`src/rtl/shift_seq_ctrl.sv`:
```
// shift_seq_ctrl
// Command-driven sequencer for a bidirectional serial shift register.
// It accepts a transfer command, drives sh/rt/y for exactly n cycles,
// gathers the bits that leave through q_out, and returns them as a
// response word.
// Optional feature: define SHIFT_SEQ_ROTATE_EN to honour cmd_rot. With
// cmd_rot set, the serial input is fed from q_out so the register rotates.
module shift_seq_ctrl #(
  parameter int W  = 5,
  parameter int CW = 3
) (
  input  logic          clk,
  input  logic          rst,
  input  logic          cmd_valid,
  output logic          cmd_ready,
  input  logic          cmd_rt,
  input  logic [CW-1:0] cmd_cnt,
  input  logic [W-1:0]  cmd_data,
  input  logic          cmd_rot,
  output logic          sh,
  output logic          rt,
  output logic          y,
  input  logic          q_out,
  output logic          rsp_valid,
  input  logic          rsp_ready,
  output logic [W-1:0]  rsp_data,
  output logic          busy
);

  typedef enum logic [1:0] {
    IDLE  = 2'd0,
    SHIFT = 2'd1,
    RESP  = 2'd2
  } state_t;

  state_t        state;
  state_t        state_nxt;

  logic          rt_q;
  logic [W-1:0]  data_q;
  logic [CW-1:0] n_q;
  logic [CW-1:0] k_q;
  logic [W-1:0]  rsp_q;
  logic [CW-1:0] cnt_clamp;
  logic          last_step;
  logic          y_src;

`ifdef SHIFT_SEQ_ROTATE_EN
  logic          rot_q;
`else
  // Without the rotate feature the request bit has no consumer.
  logic          unused_cmd_rot;
  assign unused_cmd_rot = cmd_rot;
`endif

  // Oversized counts saturate at the register width; no error is raised.
  assign cnt_clamp = (cmd_cnt > CW'(W)) ? CW'(W) : cmd_cnt;

  // The step being performed this cycle is the final one of the command.
  assign last_step = (k_q == (n_q - CW'(1)));

  // State register; reset drops any transfer in flight.
  always_ff @(posedge clk or posedge rst) begin
    if (rst) begin
      state <= IDLE;
    end else begin
      state <= state_nxt;
    end
  end

  // Next-state decode: no IDLE bypass, so every command passes through RESP.
  always_comb begin
    state_nxt = state;
    case (state)
      IDLE: begin
        if (cmd_valid) begin
          state_nxt = (cnt_clamp == '0) ? RESP : SHIFT;
        end
      end
      SHIFT: begin
        if (last_step) begin
          state_nxt = RESP;
        end
      end
      RESP: begin
        if (rsp_ready) begin
          state_nxt = IDLE;
        end
      end
      default: state_nxt = IDLE;
    endcase
  end

  // Command latch, step index and result capture.
  always_ff @(posedge clk or posedge rst) begin
    if (rst) begin
      rt_q   <= 1'b0;
      data_q <= '0;
      n_q    <= '0;
      k_q    <= '0;
      rsp_q  <= '0;
`ifdef SHIFT_SEQ_ROTATE_EN
      rot_q  <= 1'b0;
`endif
    end else begin
      case (state)
        IDLE: begin
          if (cmd_valid) begin
            rt_q   <= cmd_rt;
            data_q <= cmd_data;
            n_q    <= cnt_clamp;
            k_q    <= '0;
            rsp_q  <= '0;
`ifdef SHIFT_SEQ_ROTATE_EN
            rot_q  <= cmd_rot;
`endif
          end
        end
        SHIFT: begin
          rsp_q[k_q] <= q_out;
          k_q        <= k_q + CW'(1);
        end
        default: begin
        end
      endcase
    end
  end

  // Serial input source: the fill bit for this step, or the bit leaving
  // the register when rotating.
  always_comb begin
    y_src = data_q[k_q];
`ifdef SHIFT_SEQ_ROTATE_EN
    if (rot_q) begin
      y_src = q_out;
    end
`endif
  end

  // Outputs are decoded from state or taken straight from registers.
  always_comb begin
    cmd_ready = 1'b0;
    sh        = 1'b0;
    rsp_valid = 1'b0;
    busy      = 1'b1;
    y         = 1'b0;
    case (state)
      IDLE: begin
        cmd_ready = 1'b1;
        busy      = 1'b0;
      end
      SHIFT: begin
        sh = 1'b1;
        y  = y_src;
      end
      RESP: begin
        rsp_valid = 1'b1;
      end
      default: begin
        busy = 1'b0;
      end
    endcase
  end

  assign rt       = rt_q;
  assign rsp_data = rsp_q;

endmodule

```
`config.mk`:
```
export PLATFORM = sky130hd
export DESIGN_NAME = shift_seq_ctrl
export DESIGN_NICKNAME = d
export VERILOG_FILES = /design/src/rtl/shift_seq_ctrl.sv
export SDC_FILE = /design/constraint.sdc
export NUM_CORES = 1
export LEC_CHECK = 0
export ABC_AREA = 1
export BUFFER_PORTS_ARGS = -buffer_cell sky130_fd_sc_hd__buf_4
export CAP_MARGIN = 20
export CORE_MARGIN = 2
export CORE_UTILIZATION = 40
export CTS_BUF_LIST = sky130_fd_sc_hd__clkbuf_4 sky130_fd_sc_hd__clkbuf_8
export DETAILED_ROUTE_END_ITERATION = 10
export HOLD_SLACK_MARGIN = 0.06
export SLEW_MARGIN = 20
export SYNTH_ARGS = -nofsm -noshare
export SYNTH_HDL_FRONTEND = slang
export SYNTH_SLANG_ARGS = --single-unit
```
`constraint.sdc`:
```
create_clock -name clk -period 1.6 [get_ports clk]
set_input_delay 0.32 -clock clk [delete_from_list [all_inputs] [get_ports clk]]
set_output_delay 0.32 -clock clk [all_outputs]
set_load 0.005 [all_outputs]
```
==> impl_metrics.py, run 1 <==
metrics = {
    "drt": {
        "dr.pass1.iters": 4,
        "wl_per_cell_um": 11.8,
        "vias": 1062,
        "routed_wl_mm": 2.48,
        "drc": 0,
        "viasPerCell": 5.06,
        "drtAntennaViolNets": 0,
        "drt_iter0_markers": 44,
    },
    "min_path": {
        "min_to": "data_q[4]",
        "min_path_cells": 3,
        "hp-start": "cmd_data[4]",
        "hold_path.class": "input port to flop",
    },
    "grt": {
        "grt_max_degree": 20,
        "grt_pass1_wl_mm": 4.32,
        "overflow": 0,
        "grt_usage": 0.170,
        "grt_pass1_vias": 960,
        "antenna_found_initial": 0,
    },
    "worst_setup_path": {
        "worstReg2RegEnd": "state[0]",
        "startpoint_type": "flop",
        "rr_startpoint": "k_q[1]",
        "critPathCaptureType": "output port",
        "reg2reg_depth": 11,
        "cp_data_required_time_ps": 1280,
        "cp.arrival_ps": 1460,
        "r2r_slack_ps": 190,
        "crit_fanout": 6,
        "criticalPathCategory": "flop to output port",
    },
    "finish": {
        "fill_cells": 243,
        "layout-drive-gt1-share": 0.339,
        "multi_input_area_um2": 599,
        "register_area_um2": 480,
        "syn2layout_area_growth_pct": 38.4,
        "finalNetCount": 201,
        "diodes": 0,
    },
    "die": {
        "die_x_um": 56.0,
        "die_h_um": 56.0,
        "die_area_mm2": 0.00313,
        "start_util": 0.428,
        "io_pins": 26,
        "rows": 18,
        "core-area_mm2": 0.00252,
    },
    "yosys": {
        "avgSynthCellArea_um2": 7.55,
        "synthTopCellsByArea": "dfrtp_1 44%, nand2_1 17%, inv_1 6.6%",
        "synth_compound_area_frac": 0.129,
        "yosysTopAreaCell": "dfrtp_1",
        "yosys.area_share.simple": 0.292,
        "synthXorXnorAreaFrac": 0,
        "synth_mux_area_frac": 0,
        "seq_area_frac_synth": 0.440,
        "synth_area_mm2": 0.00108,
        "yosysWarnings": 0,
        "synth-adder-area-share": 0.0579,
        "synthesis.nets": 163,
        "synth-seq-cells": 19,
        "syn_inst": 143,
        "ys_types": 23,
        "yosysTopAreaCellShare": 0.440,
        "synth_top_family_by_area": "simple AND/OR/NAND/NOR gates",
    },
    "clocking": {
        "ctsHtreeMaxLevel": 1,
        "path_clk_slew_ps": 110,
        "numCtsBuffers": 3,
        "insertion_delay_ps": 300,
        "root_buffer": "clkbuf_4",
        "ctsLongestPathBuffers": 2,
        "cts.sinks": 19,
        "cts_tree": "yes",
    },
    "place": {
        "numPortBuffers": 24,
        "dp_hpwl_mm": 1.80,
        "globalplace.congestion": 0.809,
    },
    "pwr": {
        "design_power_total_uw": 2800,
        "p_leak_uw": 0.000796,
        "p_per_area_mw_per_mm2": 1880,
        "ir_worst_vdd_v": 0.00105,
    },
    "timing": {
        "max_slew_margin": 0.829,
        "hold_viol": 0,
        "maxSlewViolCount": 0,
        "fin_skew_ps": 3.48,
        "rsz0062_at_grt": "yes",
        "finalSetupViolations": 1,
        "timing.hold.ws_ps": 206,
        "fin_crit_ps": 1780,
        "period_share": 1.11,
        "setup_slack_ps": -175,
        "max_slew.worst_pin.slew_ps": 256,
        "fmax_mhz": 563,
    },
    "run_status": {
        "failed_checks": "setup timing",
        "status": "finished with violations",
    },
    "run": {
        "max_cap_viol_count": 0,
    },
}
[flip-flops by register name, summed over array words and instances (netlist names)]
| register | cells |
|---|---|
| data_q | 5 |
| rsp_data | 5 |
| k_q | 3 |
| n_q | 3 |
| state | 2 |
| rt | 1 |
[cells in the final DEF, fill, tap and decap left out]
cell           count
o22ai_1            1
dlygate4sd3_1      1
dfrtp_1           15
ha_1               2
nor3_4             4
o21ai_0            7
nand3_1            8
a21oi_1            7
inv_2              5
or2_1              1
nor2_1             9
nand2_1           50
dfrtp_2            4
a211oi_2           1
inv_1             14
o21ai_4            1
inv_4              1
buf_4             33
buf_6              1
a21boi_0           1
o21a_1             1
nand2_4            1
o21ai_2            1
nand2_2            1
o21ai_1            2
clkbuf_4           4
nor3_2             1
ha_4               3
[Yosys cell counts (all sizes together)]
cell type / count
a211oi: 1
a21boi: 1
a21oi: 7
buf: 2
dfrtp: 19
ha: 5
inv: 20
nand2: 52
nand3: 8
nor2: 9
nor3: 5
o21a: 1
o21ai: 11
o22ai: 1
or2: 1
[logic make-up (layout without fill, tap and decap cells)]
logic type,count (synthesis),after routing
buffers and inverters,22,59
and+or+nand+nor,75,75
DFF,19,19
adders and majority gates,5,5
AOI/OAI and AO/OA,22,22
[report_power, final]
group / switching (uW) / internal [uW]
combinational: 860 / 769
sequential: 205 / 705
clock: 151 / 114
[critical path, stage by stage (launching register included)]
cell	delay, ps
dfrtp_2	510
nor3_2	250
nand2_1	80
nand3_1	80
nor2_1	40
nor2_1	80
buf_4	110
[worst max-delay path by stage]
stage | slack, ps | cells past startpoint | to | start
final | -180 | 6 | y | k_q[2]
after global routing | -290 | 6 | y | k_q[2]
after CTS | -160 | 7 | y | k_q[2]
after detailed placement | 80 | 7 | y | k_q[0]
after global placement | 70 | 7 | y | k_q[0]
after floorplan | 200 | 8 | k_q[2] | state[1]
[metrics by stage]
step,setup slack (ps),cell area (um2),instances,TNS [ps],util
floorplan,199,1080,143,0,-
global placement,68.0,1330,201,0,0.527
detailed placement,80.4,1330,201,0,0.527
CTS,-162,1450,210,-162,0.574
global route,-294,1490,210,-294,0.592
finish,-175,1490,210,-175,0.592
[what timing repair did]
action / 4_1_cts / 5_1_grt
setup endpoints to repair: 3 / 5
hold buffers: 1 / 0
resized for setup: 16 / 8
endpoints found under the hold margin: 19 / 0
setup buffers: 4 / 1
pin swaps: 1 / 3
[metal layers]
layer / wire, um / part of all wire / vias to the layer above / track usage
met3: 140 / 0.056 / 4 / 0.0256
met2: 1170 / 0.47 / 36 / 0.281
met4: 34 / 0.014 / 0 / 0.0612
li1: - / - / 532 / -
met1: 1140 / 0.46 / 490 / 0.228
met5: 0 / 0 / - / 0
[layout make-up]
type / instances / area share
Timing Repair Buffer: 35 / 0.180
Clock buffer: 4 / 0.0201
Sequential cell: 19 / 0.322
Tap cell: 30 / 0.0251
Inverter: 20 / 0.0519
Multi-Input combinational cell: 102 / 0.401
Note: power is estimated with default switching activity, not from simulation.
==> run 2, diff against run 1 <==
--- a/config.mk
+++ b/config.mk
@@ -8,7 +8,7 @@
 export ABC_AREA = 1
 export BUFFER_PORTS_ARGS = -buffer_cell sky130_fd_sc_hd__buf_4
 export CAP_MARGIN = 20
-export CORE_MARGIN = 2
+export CORE_MARGIN = 3
 export CORE_UTILIZATION = 40
 export CTS_BUF_LIST = sky130_fd_sc_hd__clkbuf_4 sky130_fd_sc_hd__clkbuf_8
 export DETAILED_ROUTE_END_ITERATION = 10
==> run 2 against run 1 <==
  * The run still ends with setup timing left
  * Combinational power rose by 15%
  * Non-clock buffer count rose by 10
  * Count of clock-buffer cells in the layout did not move
  * Largest power group unchanged
  * Critical path type unchanged
  * Critical path depth rose by 1
  * Sequential share of layout area fell by 1.8 points
  * Clock skew fell by 1.4 ps
  * Sequential power fell by 3.6%
  * Worst hold slack got worse by 13 ps
  * Register-to-register slack got worse by 40 ps
  * Routed wire length rose by 9.6%
==> impl_metrics.py, run 2 (synthesized netlist as in run 1, its figures left out) <==
metrics = {
    "min_path": {
        "hp-start": "cmd_data[4]",
        "min_to": "data_q[4]",
        "min_path_cells": 3,
        "hold_path.class": "input port to flop",
    },
    "worst_setup_path": {
        "crit_fanout": 5,
        "worstPathCellList": "buf_12, nor3_2, nand2_1, nand3_1, nor2_1, nor2_1, buf_4",
        "r2r_slack_ps": 150,
        "criticalPathCategory": "flop to output port",
        "cp_data_required_time_ps": 1280,
        "crit_family": "simple AND/OR/NAND/NOR gates",
        "startpoint_type": "flop",
        "crit_slowest_cell": "dfrtp_2",
        "cpMostUsedCell": "nor2_1",
        "worstReg2RegEnd": "state[0]",
        "critical_path_buf_inv_count": 2,
        "critPathMaxStageDelay_ps": 440,
        "cp.depth": 7,
        "rr_startpoint": "state[0]",
        "cp.arrival_ps": 1510,
        "critPathCaptureType": "output port",
        "reg2reg_depth": 8,
    },
    "finish": {
        "syn2layout_area_growth_pct": 46.1,
        "final_common_cell": "nand2_1",
        "finalNetCount": 211,
        "multi_input_area_um2": 577,
        "layout-drive-gt1-share": 0.358,
        "register_area_um2": 479,
        "layout_common_cells": "50 x nand2_1, 39 x buf_4, 16 x dfrtp_1",
        "fill_cells": 232,
        "diodes": 0,
    },
    "clocking": {
        "cts_tree": "yes",
        "insertion_delay_ps": 310,
        "cts.sinks": 19,
        "ctsHtreeMaxLevel": 1,
        "ctsLongestPathBuffers": 2,
        "numCtsBuffers": 3,
        "path_clk_slew_ps": 110,
        "root_buffer": "clkbuf_4",
    },
    "drt": {
        "drtAntennaViolNets": 0,
        "wl_per_cell_um": 12.3,
        "dr.pass1.iters": 4,
        "viasPerCell": 4.90,
        "drc": 0,
        "vias": 1077,
        "drt_iter0_markers": 51,
        "routed_wl_mm": 2.72,
    },
    "run": {
        "max_cap_viol_count": 0,
    },
    "timing": {
        "rsz0062_at_grt": "yes",
        "fin_skew_ps": 2.07,
        "finalSetupViolations": 1,
        "hold_viol": 0,
        "timing.hold.ws_ps": 193,
        "max_slew_margin": 0.829,
        "max_slew.worst_pin.slew_ps": 255,
        "fin_crit_ps": 1830,
        "setup_slack_ps": -235,
        "period_share": 1.15,
        "fmax_mhz": 545,
        "maxSlewViolCount": 0,
    },
    "die": {
        "die_area_mm2": 0.00336,
        "io_pins": 26,
        "start_util": 0.428,
        "rows": 18,
        "die_x_um": 58.0,
        "core-area_mm2": 0.00252,
        "die_h_um": 58.0,
    },
    "grt": {
        "overflow": 0,
        "grt_max_degree": 20,
        "grt_pass1_wl_mm": 4.76,
        "grt_usage": 0.182,
        "grt_pass1_vias": 1095,
        "antenna_found_initial": 0,
    },
    "run_status": {
        "status": "finished with violations",
        "failed_checks": "setup timing",
    },
    "place": {
        "dp_hpwl_mm": 1.85,
        "globalplace.congestion": 0.789,
        "numPortBuffers": 24,
    },
    "pwr": {
        "p_per_area_mw_per_mm2": 1920,
        "p_leak_uw": 0.000856,
        "ir_worst_vdd_v": 0.00130,
        "design_power_total_uw": 3030,
    },
}
==> run 2: cell count changes in the layout (fill, tap and decap cells not counted) <==
cell and delta:
ha_1 +1, inv_1 +1, ha_4 -2, buf_12 +2, buf_4 +6, inv_2 -1, dfrtp_1 +1, buf_6 +2
dfrtp_2 -1, ha_2 +1
==> run 2: worst max path at each step <==
stage | slack, ps | startpoint | end
2_1_floorplan | 200 | state[1] | k_q[2]
3_3_place_gp | 70 | k_q[0] | y
3_5_place_dp | 40 | k_q[0] | y
4_1_cts | -160 | k_q[0] | y
5_1_grt | -340 | k_q[2] | y
6_report | -230 | k_q[1] | y
==> run 2: per-layer routing <==
metal | routed length, um | global-route usage | share of wire | vias up
met1 | 1210 | 0.227 | 0.45 | 497
met2 | 1360 | 0.318 | 0.50 | 31
met3 | 128 | 0.0267 | 0.047 | 2
met5 | 0 | 0 | 0 | -
met4 | 19 | 0.0662 | 0.0070 | 0
li1 | - | - | - | 547
==> run 2: through the flow <==
stage / setup slack, ps / util / std cells / setup TNS [ps] / instance area [um2]
6_report: -235 / 0.625 / 220 / -235 / 1580
5_1_grt: -338 / 0.625 / 220 / -351 / 1580
4_1_cts: -155 / 0.590 / 214 / -155 / 1490
3_5_place_dp: 43.4 / 0.527 / 201 / 0 / 1330
3_3_place_gp: 74.3 / 0.527 / 201 / 0 / 1330
2_1_floorplan: 199 / - / 143 / 0 / 1080
==> run 2: area by class of cell <==
type	instances	share of cell area
Multi-Input combinational cell	102	0.366
Timing Repair Buffer	45	0.239
Sequential cell	19	0.304
Inverter	20	0.0492
Clock buffer	4	0.0190
Tap cell	30	0.0238
==> run 2: worst reg2reg max path, cell delays in order (launching register included) <==
cell,delay [ps]
dfrtp_1,420
inv_2,70
ha_4,170
buf_12,130
nand2_2,100
o21ai_2,70
or2_1,230
nand3_1,100
nand2_1,60
==> run 2: repair_timing <==
| action | 4_1_cts | 5_1_grt |
|---|---|---|
| resized for setup | 18 | 4 |
| endpoints found under the hold margin | 19 | 0 |
| hold buffers | 1 | 0 |
| buffers inserted | 8 | 6 |
| pin swaps | 3 | 11 |
| endpoints found under the setup margin | 3 | 3 |
==> run 2: where the power goes <==
part           switching, uW  internal, uW
registers                174           703
clock network            162           114
logic                    936           943
